<file path="src/rtl/fsm_ctx_scheduler.sv">
// fsm_ctx_scheduler: round-robin time-multiplexed 4-state Mealy FSM with per-requester contexts; optional FSM_STATS_EN adds stat_ones
module fsm_ctx_scheduler #(
  parameter int NUM_REQ = 4,
  localparam int ID_W = (NUM_REQ > 1) ? $clog2(NUM_REQ) : 1
) (
  input  logic                 clk,
  input  logic                 reset,
  input  logic [NUM_REQ-1:0]   req_valid,
  input  logic [2*NUM_REQ-1:0] req_sym,
  output logic [NUM_REQ-1:0]   req_ready,
  input  logic [NUM_REQ-1:0]   ctx_clear,
  output logic                 rsp_valid,
  input  logic                 rsp_ready,
  output logic [ID_W-1:0]      rsp_id,
  output logic                 rsp_bit,
  output logic [1:0]           rsp_state
`ifdef FSM_STATS_EN
  ,
  output logic [15:0]          stat_ones
`endif
);
  typedef enum logic [1:0] {S0 = 2'd0, S1 = 2'd1, S2 = 2'd2, S3 = 2'd3} state_t;
  state_t ctx [NUM_REQ];
  state_t ctx_g, nxt;
  logic [ID_W-1:0] rr_ptr, g, idx;
  logic [ID_W:0] sum;
  logic [1:0] sym_g;
  logic found, accept, hs, out_bit;
  assign accept = !rsp_valid || rsp_ready;
  assign hs = found && accept;
  assign sym_g = req_sym[{g, 1'b0} +: 2];
  assign ctx_g = ctx[g];
  assign out_bit = ~ctx_g[0];
  // round-robin search for the first valid requester at or after rr_ptr
  always_comb begin
    found = 1'b0;
    g = '0;
    sum = '0;
    idx = '0;
    for (int k = 0; k < NUM_REQ; k++) begin
      sum = {1'b0, rr_ptr} + (ID_W+1)'(k);
      sum = (sum >= (ID_W+1)'(NUM_REQ)) ? sum - (ID_W+1)'(NUM_REQ) : sum;
      idx = sum[ID_W-1:0];
      if (!found && req_valid[idx]) begin
        found = 1'b1;
        g = idx;
      end
    end
  end
  // one-hot accept for the granted requester only
  always_comb begin
    req_ready = '0;
    if (hs) req_ready[g] = 1'b1;
  end
  // shared FSM core: next state of the granted context for its symbol
  always_comb begin
    nxt = S0;
    case (ctx_g)
      S0: nxt = state_t'(sym_g);
      S1: nxt = sym_g[0] ? S3 : (sym_g[1] ? S1 : S0);
      S2: nxt = (sym_g == 2'd0) ? S1 : (sym_g == 2'd1) ? S3 : (sym_g == 2'd2) ? S2 : S0;
      S3: nxt = (sym_g == 2'd0) ? S1 : (sym_g == 2'd3) ? S3 : S0;
    endcase
  end
  // per-requester contexts; a clear overrides a same-cycle step
  always_ff @(posedge clk or posedge reset) begin
    if (reset) begin
      for (int i = 0; i < NUM_REQ; i++) ctx[i] <= S0;
    end else begin
      for (int i = 0; i < NUM_REQ; i++)
        if (ctx_clear[i]) ctx[i] <= S0;
        else if (hs && g == ID_W'(i)) ctx[i] <= nxt;
    end
  end
  // arbitration pointer moves past the winner on each handshake
  always_ff @(posedge clk or posedge reset) begin
    if (reset) rr_ptr <= '0;
    else if (hs) rr_ptr <= (g == ID_W'(NUM_REQ-1)) ? '0 : g + 1'b1;
  end
  // registered response; fields hold while stalled or after draining
  always_ff @(posedge clk or posedge reset) begin
    if (reset) begin
      rsp_valid <= 1'b0;
      rsp_id    <= '0;
      rsp_bit   <= 1'b0;
      rsp_state <= 2'd0;
    end else if (hs) begin
      rsp_valid <= 1'b1;
      rsp_id    <= g;
      rsp_bit   <= out_bit;
      rsp_state <= nxt;
    end else if (rsp_ready) begin
      rsp_valid <= 1'b0;
    end
  end
`ifdef FSM_STATS_EN
  // saturating count of handshakes whose output bit is 1
  always_ff @(posedge clk or posedge reset) begin
    if (reset) stat_ones <= '0;
    else if (hs && out_bit && stat_ones != 16'hFFFF) stat_ones <= stat_ones + 16'd1;
  end
`endif
endmodule
</file>
<file path="config.mk">
export PLATFORM = sky130hd
export DESIGN_NAME = fsm_ctx_scheduler
export DESIGN_NICKNAME = d
export VERILOG_FILES = /design/src/rtl/fsm_ctx_scheduler.sv
export SDC_FILE = /design/constraint.sdc
export NUM_CORES = 1
export LEC_CHECK = 0
export BUFFER_PORTS_ARGS = -buffer_cell sky130_fd_sc_hd__buf_2
export CAP_MARGIN = 20
export CORE_MARGIN = 4
export CORE_UTILIZATION = 56
export CTS_CLUSTER_SIZE = 28
export DETAILED_ROUTE_END_ITERATION = 10
export GPL_ROUTABILITY_DRIVEN = 0
export PLACE_DENSITY = 0.94
export SLEW_MARGIN = 20
export SYNTH_ARGS = -nofsm -noshare
export SYNTH_HDL_FRONTEND = slang
export SYNTH_SLANG_ARGS = --single-unit
</file>
<file path="constraint.sdc">
create_clock -name clk -period 7.9 [get_ports clk]
set_input_delay 0.79 -clock clk [delete_from_list [all_inputs] [get_ports clk]]
set_output_delay 0.79 -clock clk [all_outputs]
set_load 0.05 [all_outputs]
</file>
* Yosys cells after proc, flatten, opt, wreduce, memory -nomap -nowiden
Index checks and enable logic that the tools add are counted.
Operators by class: $mul 0, shift-type cells 1, magnitude comparators 11, add/subtract/negate cells 8, multiplexer cells 45, div/mod/pow operators 0, reduce and logical (&&, ||, !) cells 22, eq/ne operators 9, bitwise operators 2
Operators with widths (count):
- two-way mux 2 bit | 25
- < comparator 2 x 3 -> 1 bit (second input constant) | 5
- equality test 2 bit (second input constant) | 6
- greater-or-equal comparator 3 bit (second input constant) | 4
- two-way mux 1 bit | 12
- nonzero test 2 bit | 5
- logical AND 1 bit | 9
- binary-select mux 1 bit (select 2 bit) | 4
- case mux 2 bit (4 select lines) | 1
- variable part select 8 x 4 -> 2 bit | 1
- subtractor 2 x 1 -> 2 bit (second input constant) | 4
- adder 2 x 2 -> 3 bit (second input constant) | 2
- equality test 2 x 1 -> 1 bit (second input constant) | 3
- zero test 2 bit | 3
- binary-select mux 2 bit (select 2 bit) | 1
- zero test 1 bit | 4
- two-way mux 4 bit | 1
- adder 2 x 1 -> 3 bit (second input constant) | 1
- greater-or-equal comparator 2 x 3 -> 1 bit (second input constant) | 1
- inverter 2 -> 3 bit | 1
- adder 2 x 1 -> 2 bit (second input constant) | 1
- demux 1 bit (select 2 bit) | 1
- greater-or-equal comparator 2 x 1 -> 1 bit (second input constant) | 1
- logical OR 1 bit | 1
- inverter 1 bit | 1
Word-level totals: memory bits (read-only) 0, bits in registers 16, bits in writable memories 0, memories kept 0, bits in latches 0, bits of input ports 19

* Depth between registers and ports, before layout
Gate-level depths: netlist of run 1.
word-level depth 22, gate-level depth with buffers 13, mapped depth without buffers 12

* Least setup slack after synthesis of run 1
Ideal clock, no wire load.
path kind input to register, from input req_valid[2], to register ctx[0] (netlist name), required time 7.747 ns, library setup time 0.153 ns, arrival 2.987 ns, path slack 4.760 ns, buffers on the path 1, cell stages on the path 13, path through and2b_1 a311oi_2 or2_1 buf_4 inv_2 mux2i_2 inv_1 ha_1 nor3b_1 o2bb2ai_1 and2b_1 a2bb2oi_4 a211oi_2
On the way: cells in the longest elaborated chain, start to end 20, elaborated cells on any way between the ends 47
RTL lines:
- start, declared | line 8 | input logic [NUM_REQ-1:0] req_valid,
- binary-select mux 1 bit (select 2 bit) | line 44 | if (!found && req_valid[idx]) begin
- two-way mux 1 bit (implied by the code) | line 44
- two-way mux 1 bit | line 44
- zero test 1 bit | line 44
- logical AND 1 bit | line 44
- two-way mux 1 bit | line 44
- zero test 1 bit | line 44
- logical AND 1 bit | line 44
- two-way mux 1 bit | line 44
- zero test 1 bit | line 44
- logical AND 1 bit | line 44
- two-way mux 2 bit (*) | line 44
- named net g[1] | line 25 | logic [ID_W-1:0] rr_ptr, g, idx;
- branches (longest 8 deep; another with variable part select 8 x 4 -> 2 bit)
- end signal, assigned by index | line 72 | else if (hs && g == ID_W'(i)) ctx[i] <= nxt;
- end, declared | line 23 | state_t ctx [NUM_REQ];
Mark *: on every way through the listed nets, which the timed path passes. The select of a mux whose other input is x is not followed. A chain may end at the register's enable or synchronous reset.

* Worst setup path in the final report of run 1
from input req_valid[2], to register rsp_state[0]
On the way: cells in the longest elaborated chain, start to end 18, elaborated cells on any way between the ends 42
RTL lines:
- binary-select mux 1 bit (select 2 bit) | line 44
- two-way mux 1 bit (implied by the code) | line 44
- two-way mux 1 bit | line 44
- zero test 1 bit | line 44
- logical AND 1 bit | line 44
- two-way mux 1 bit | line 44
- zero test 1 bit | line 44
- logical AND 1 bit | line 44
- two-way mux 1 bit | line 44
- zero test 1 bit | line 44
- logical AND 1 bit | line 44
- two-way mux 2 bit (*) | line 44
- named net g[1] | line 25
- branches (longest 5 deep; another with variable part select 8 x 4 -> 2 bit)
- case mux 2 bit (4 select lines) (*) | line 58 | case (ctx_g)
- end signal, assigned | line 91 | rsp_state <= nxt;
- end, declared | line 16 | output logic [1:0] rsp_state
Marked as above.

==> run metrics, run 1 <==
MaxCap Viol Count=0; worst-skew pair later-pin latency=approximately 280 ps; start-to-end type of the worst setup path=primary input to flip-flop; worst supply voltage drop on vdd=roughly 0.21 mV; clock transition at the registers of the reported paths=around 90 ps; final-report hold violation count=0; die width=54 microns; register area=around 400 sq um; standard cell area after detailed placement=about 1300 sq um; number of rows in the core area=16; final antenna-violating net count=0; area of the core=about 2000 sq um; final-layout fill cell count=140; Finish-stage setup viols=0; HPWL after detailed placement=roughly 2000 microns; floorplan die height=between 50 and 60 microns; global-route wire length before repair=about 4000 microns; # Post-CTS Setup Buffers=0; actual slew at the worst max-slew pin=984 ps; drt first pass iters=4; Fmax achieved=between 0.2 and 0.3 GHz; number of global-route vias before repair=between 900 and 1,000; total of cells resized after clock tree synthesis=0; Crit path required time=approximately 8000 ps; sequential-to-total area share from yosys stat=around 34%; area of combinational cells with multiple inputs=approximately 700 sq um; ratio of total power to cell area=around 330 nW/um^2; Min Clock Period, post-route=around 3400 ps; level count of the clock H-tree=1; normalized max-slew margin=roughly 34%; share of layout cells above drive strength 1=between 30% and 40%; post-synthesis area per instance=between 9 and 10 sq um; overall power=0.454 mW; final slew viol count=0; Longest Clk Path Bufs=2; LEAKAGE=roughly 0.66 nW; CTS sink cnt=16; category of the worst setup path capture point=flip-flop; number of antenna violations at the first check in global routing=0; overall via count from detail_route=980; class of the tightest hold or removal check=flip-flop to flip-flop; number of nets in the synthesized netlist=roughly 150; highest net fanout along the worst path=7; met1 track demand over resource=about a quarter; flop and latch count out of synthesis=16; met2 Track Usage GR=between 30% and 40%; # hold bufs at CTS=0; DRC marker count from the first detailed-route iteration=19; number of instances in the synthesized netlist=about 120; number of CTS-inserted buffers=3; unique cell type count in the Yosys netlist=34; net total in the final layout=roughly 170; residual DRC count=0; run status=completed; final clock period utilization by the worst path=between 40% and 50%; initial cell density of the core=between 50% and 60%; master cell of the clock root buffer=sky130_fd_sc_hd__clkbuf_4; WL/cell=roughly 14 microns; CTS tree=built; aggregate global routing overflow=0; Clock Skew=roughly 0.73 ps; busiest metal layer after global routing=met2; GRT Util Overall=roughly a fifth; detailed-route wire length=around 2500 microns; synthesis-to-finish area growth=15.5%; final design area excluding fillers=between 1000 and 1500 sq um; met3 usage=~2.5%; summed instance area of the synthesized netlist=between 1000 and 1500 sq um; critical path startpoint category=primary input; port buffer count=28; Ports=29; ratio of routed vias to standard cells=between 5 and 6; Die ar.=around 3000 sq um; Setup TNS=0 ps; maximum number of pins on one net before global-route repair=17; setup repair after global routing missed its margin=false; Antenna diodes=0; yosys warns=0; endpoint arrival time on the critical path=~3500 ps
==> per-layer routing <==
metal,wire (microns),vias up
li1,-,477
met1,1060,460
met2,1250,39
met3,147,4
met4,19,0
met5,0,-
==> final cells by class <==
class / instances / share of cell area [%]
clock buffers: 4 / 2.65
inverters: 9 / 2.47
multi-input cells: 88 / 52.4
repair buffers: 29 / 10.8
flip-flops and latches: 16 / 29.3
well taps: 27 / 2.47
==> cells in the final DEF, fill, tap and decap left out, drive strengths merged, types with 5 or more instances in the layout <==
master	n
nand2b	5
buf	29
nor2	9
a21oi	9
o21ai	7
inv	9
ha	7
nand2	5
mux2	6
dfrtp	16
mux2i	9
==> synth_stat cells <==
master / n / area share, %
sky130_fd_sc_hd__dfrtp_1: 16 / 34
sky130_fd_sc_hd__a21oi_1: 9 / 3.8
sky130_fd_sc_hd__nor2_1: 9 / 2.9
sky130_fd_sc_hd__inv_1: 8 / 2.5
sky130_fd_sc_hd__mux2i_1: 8 / 6.8
sky130_fd_sc_hd__ha_1: 7 / 7.4
sky130_fd_sc_hd__o21ai_0: 7 / 3.0
sky130_fd_sc_hd__mux2_2: 5 / 4.8
sky130_fd_sc_hd__nand2_1: 5 / 1.6
sky130_fd_sc_hd__nand2b_1: 5 / 2.6
sky130_fd_sc_hd__a211oi_2: 4 / 4.2
sky130_fd_sc_hd__and2_1: 4 / 2.1
sky130_fd_sc_hd__clkbuf_1: 4 / 1.3
sky130_fd_sc_hd__nand3b_1: 4 / 2.5
sky130_fd_sc_hd__a311oi_2: 2 / 2.5
sky130_fd_sc_hd__and2b_1: 2 / 1.3
sky130_fd_sc_hd__nor3b_1: 2 / 1.3
sky130_fd_sc_hd__or2_1: 2 / 1.1
sky130_fd_sc_hd__a21boi_0: 1 / 0.63
sky130_fd_sc_hd__a2bb2oi_1: 1 / 0.74
sky130_fd_sc_hd__a2bb2oi_4: 1 / 2.2
sky130_fd_sc_hd__buf_4: 1 / 0.63
sky130_fd_sc_hd__buf_6: 1 / 0.95
sky130_fd_sc_hd__inv_2: 1 / 0.32
sky130_fd_sc_hd__mux2_4: 1 / 1.3
sky130_fd_sc_hd__mux2i_2: 1 / 1.2
sky130_fd_sc_hd__mux4_1: 1 / 2.2
sky130_fd_sc_hd__nand3_1: 1 / 0.42
sky130_fd_sc_hd__nand4b_1: 1 / 0.74
sky130_fd_sc_hd__nor4_1: 1 / 0.53
sky130_fd_sc_hd__o211ai_1: 1 / 0.63
sky130_fd_sc_hd__o221ai_1: 1 / 0.74
sky130_fd_sc_hd__o2bb2ai_1: 1 / 0.74
sky130_fd_sc_hd__or3b_1: 1 / 0.74
==> where the power goes <==
part           internal, mW  switching [mW]
logic                 0.107           0.170
registers             0.106          0.0189
clock network        0.0280          0.0243
==> registers in the layout, indices dropped and copies added, names as in the netlist <==
| signal | flops |
|---|---|
| rsp_state | 2 |
| rsp_valid | 1 |
| rr_ptr | 2 |
| ctx | 8 |
| rsp_id | 2 |
| rsp_bit | 1 |
==> critical path: stages <==
cell,delay (ps)
sky130_fd_sc_hd__buf_2,130
sky130_fd_sc_hd__and2b_1,160
sky130_fd_sc_hd__a311oi_2,360
sky130_fd_sc_hd__or2_1,320
sky130_fd_sc_hd__inv_2,150
sky130_fd_sc_hd__mux2i_2,290
sky130_fd_sc_hd__inv_1,100
sky130_fd_sc_hd__ha_1,300
sky130_fd_sc_hd__nor3b_1,190
sky130_fd_sc_hd__o2bb2ai_1,170
sky130_fd_sc_hd__and2b_1,240
sky130_fd_sc_hd__a2bb2oi_4,240
sky130_fd_sc_hd__a21oi_1,100
==> per-stage QoR <==
step / util (%) / hold WS, ps / worst slack, ps / instances
after detailed placement: 67.2 / 496 / 4190 / 169
after global placement: 66.9 / 486 / 4000 / 168
after CTS: 69.1 / 517 / 4490 / 173
after floorplan: - / 506 / 4760 / 119
after global routing: 69.1 / 538 / 4220 / 173
final: 69.1 / 515 / 4490 / 173
==> cell families (layout without fill, tap and decap cells) <==
logic type	Yosys count	in the layout	synth area share [%]
muxes	16	16	16.2
buffers and inverters	15	42	5.70
and+or+nand+nor	37	37	17.7
adders and majority gates	7	7	7.39
DFF	16	16	33.8
AOI/OAI and AO/OA	28	28	19.2
==> path summary, 6_finish.rpt <==
path                               from      endpoint  slack [ps]  depth (start not counted)
setup / recovery           req_valid[2]  rsp_state[0]        4490                         13
hold / removal                rsp_id[0]     rsp_id[0]         520                          1
setup reg to reg              rr_ptr[1]  rsp_state[0]        4630                         12
hold reg to reg               rsp_id[0]     rsp_id[0]         520                          1
max in group asynchronous         reset        ctx[5]        6950                          2
min in group asynchronous         reset     rsp_valid         560                          2
Power figures use the tool's default switching activity.
==> inputs of run 2 (changes only) <==
--- a/config.mk
+++ b/config.mk
@@ -8,11 +8,11 @@
 export BUFFER_PORTS_ARGS = -buffer_cell sky130_fd_sc_hd__buf_2
 export CAP_MARGIN = 20
 export CORE_MARGIN = 4
-export CORE_UTILIZATION = 56
+export CORE_UTILIZATION = 52
 export CTS_CLUSTER_SIZE = 28
 export DETAILED_ROUTE_END_ITERATION = 10
 export GPL_ROUTABILITY_DRIVEN = 0
-export PLACE_DENSITY = 0.94
+export PLACE_DENSITY = 0.89
 export SLEW_MARGIN = 20
 export SYNTH_ARGS = -nofsm -noshare
 export SYNTH_HDL_FRONTEND = slang
==> constraint.sdc (replaced) <==
create_clock -name clk -period 3.2 [get_ports clk]
set_input_delay 0.32 -clock clk [delete_from_list [all_inputs] [get_ports clk]]
set_output_delay 0.32 -clock clk [all_outputs]
set_load 0.05 [all_outputs]
==> run 2 against run 1 <==
Final area increased by 2.7%. Critical endpoint unchanged. Final cell count increased by 1.2%. Routed wire length increased by 1.5%. Via count increased by 0.51%. Critical path type is now flip-flop to flip-flop. Worst hold slack got worse by 430 ps. Largest cell class unchanged. Critical path depth decreased by 1.
==> run metrics, run 2 (same netlist as run 1, synthesis figures left out) <==
MaxCap Viol Count=0 (unchanged); synthesis-to-finish area growth=18.6%; floorplan die height=55.7 microns (+3.2%); initial cell density of the core=54.1% (-5.7 points); overall via count from detail_route=985 (+0.51%); top register by number of flip-flops=ctx; number of flip-flops under the largest register name=8 (unchanged); aggregate global routing overflow=0 (unchanged); final-report hold violation count=0 (unchanged); number of rows in the core area=17 (+1); launching instance or port of the critical path=rr_ptr[1]; run status=completed; Clock Skew=5.88 ps (+5.14 ps); GRT Util Overall=18.0% (-0.96 points); Fmax achieved=roughly 0.33 GHz; residual DRC count=0 (unchanged); highest net fanout along the worst path=7 (unchanged); final antenna-violating net count=0 (unchanged); endpoint arrival time on the critical path=3160 ps (-370 ps); filler-free cell count of the finished design=175 (+1.2%); cells on worst reg2reg path=12 (unchanged); Ports=29 (unchanged); maximum number of pins on one net before global-route repair=17 (unchanged); number of CTS-inserted buffers=3 (unchanged); setup repair after global routing missed its margin=false; share of layout cells above drive strength 1=36.1% (+3.2 points); Min Clock Period, post-route=3010 ps; highest-count cells in the layout ignoring fill and taps=sky130_fd_sc_hd__buf_2 (28), sky130_fd_sc_hd__dfrtp_1 (15), sky130_fd_sc_hd__nor2_1 (9); final clock period utilization by the worst path=between 90% and 100%; worst-skew pair later-pin latency=290 ps (about the same); CTS sink cnt=16 (unchanged); overall power=1.12 mW (+150%); source of the worst register-to-register timing path=rr_ptr[1]; global-route wire length before repair=4480 microns (+9.5%); Setup TNS=0 ps (unchanged); Die ar.=3110 sq um (+6.5%); Post-Place Cells=170 (+0.59%); class of the tightest hold or removal check=primary input to async pin; Antenna diodes=0 (unchanged); actual slew at the worst max-slew pin=639 ps (-345 ps); final-layout fill cell count=181 (+29%); worst supply voltage drop on vdd=0.577 mV (+170%); clock transition at the registers of the reported paths=80 ps (about the same); final design area excluding fillers=1410 sq um (+2.7%); worst r2r dst=rsp_state[0]; Fin Hold WS=80.9 ps (-434 ps); drt first pass iters=4 (unchanged); Critical Path End=rsp_state[0]; DRC marker count from the first detailed-route iteration=27 (+8); HPWL after detailed placement=2000 microns (+0.14%); Critical Path, Cell by Cell=nand2_1 -> a311oi_4 -> or2_4 -> inv_2 -> mux2i_4 -> inv_1 -> ha_1 -> nor3b_1 -> o2bb2ai_1 -> and2b_1 -> a2bb2oi_4 -> a21oi_1; category of the worst setup path capture point=flip-flop; normalized max-slew margin=57.4% (+23 points); master cell of the clock root buffer=sky130_fd_sc_hd__clkbuf_4; ratio of total power to cell area=796 nW/um^2 (+140%); delay of the slowest critical-path stage=450 ps (+90 ps); post-layout utilization of the core=64.1% (-4.9 points); number of global-route vias before repair=986 (-0.20%); number of antenna violations at the first check in global routing=0 (unchanged); level count of the clock H-tree=1 (unchanged); final worst slack=193 ps (-4300 ps); # hold bufs at CTS=0 (unchanged); CP delay by family, top=simple AND/OR/NAND/NOR gates; Crit path required time=3350 ps (-4670 ps); most common cell after layout, fill and taps aside=sky130_fd_sc_hd__buf_2; path length in cells of the critical path=12 (-1); die width=55.7 microns (+3.2%); LEAKAGE=0.663 nW (+0.99%); CTS tree=built; area of the core=2190 sq um (+11%); standard cell area after detailed placement=1330 sq um (about the same); WL/cell=14.4 microns (+0.37%); ratio of routed vias to standard cells=5.63 (-0.64%); slowest stage cell on the critical path=sky130_fd_sc_hd__dfrtp_2; final slew viol count=0 (unchanged); critical path startpoint category=flip-flop; pre-CTS setup slack=-60.9 ps (-4250 ps); register-to-register path setup slack=190 ps (-4440 ps); net total in the final layout=175 (+1.2%); start-to-end type of the worst setup path=flip-flop to flip-flop; port buffer count=28 (unchanged); Finish-stage setup viols=0 (unchanged); detailed-route wire length=2520 microns (+1.5%); Longest Clk Path Bufs=2 (unchanged); buffers and inverters on the worst path=2 (-1)
==> run 2: area by class of cell <==
class / count / area, sq um / area share (%)
Clock buffer: 3 / 22.5 / 1.60
Multi-Input combinational cell: 88 / 749 / 53.3
Inverter: 9 / 33.8 / 2.40
Tap cell: 28 / 35.0 / 2.49
Timing Repair Buffer: 31 / 163 / 11.6
Sequential cell: 16 / 402 / 28.6
==> run 2: timing repair <==
action | 4_1_cts | 5_1_grt
buffers inserted | 0 | 2
pin swaps | 0 | 2
endpoints found under the setup margin | 6 | 10
gates resized for setup | 2 | 3
==> run 2: worst min-delay path by stage <==
| stage | from | to | cells after the start |
|---|---|---|---|
| 6_report | reset | rsp_id[0] | 2 |
| 5_1_grt | reset | ctx[3] | 2 |
| 4_1_cts | reset | rsp_id[0] | 2 |
| 3_5_place_dp | reset | rsp_id[0] | 2 |
| 3_3_place_gp | reset | rsp_valid | 2 |
| 2_1_floorplan | reset | ctx[0] | 1 |
==> run 2: metal layers <==
metal  up-vias  wire, microns  part of all wire [%]  global-route usage [%]
met5         -              0                     0                       0
met4         0             56                   2.2                    9.03
met3         5            135                   5.4                    2.78
met2        35           1250                    50                    28.2
met1       465           1080                    43                    24.1
li1        480              -                     -                       -
==> run 2: where the power goes <==
group | internal [mW] | switching, mW | total (mW)
logic | 0.281 | 0.428 | 0.709
registers | 0.263 | 0.0451 | 0.308
clock network | 0.0438 | 0.0581 | 0.102
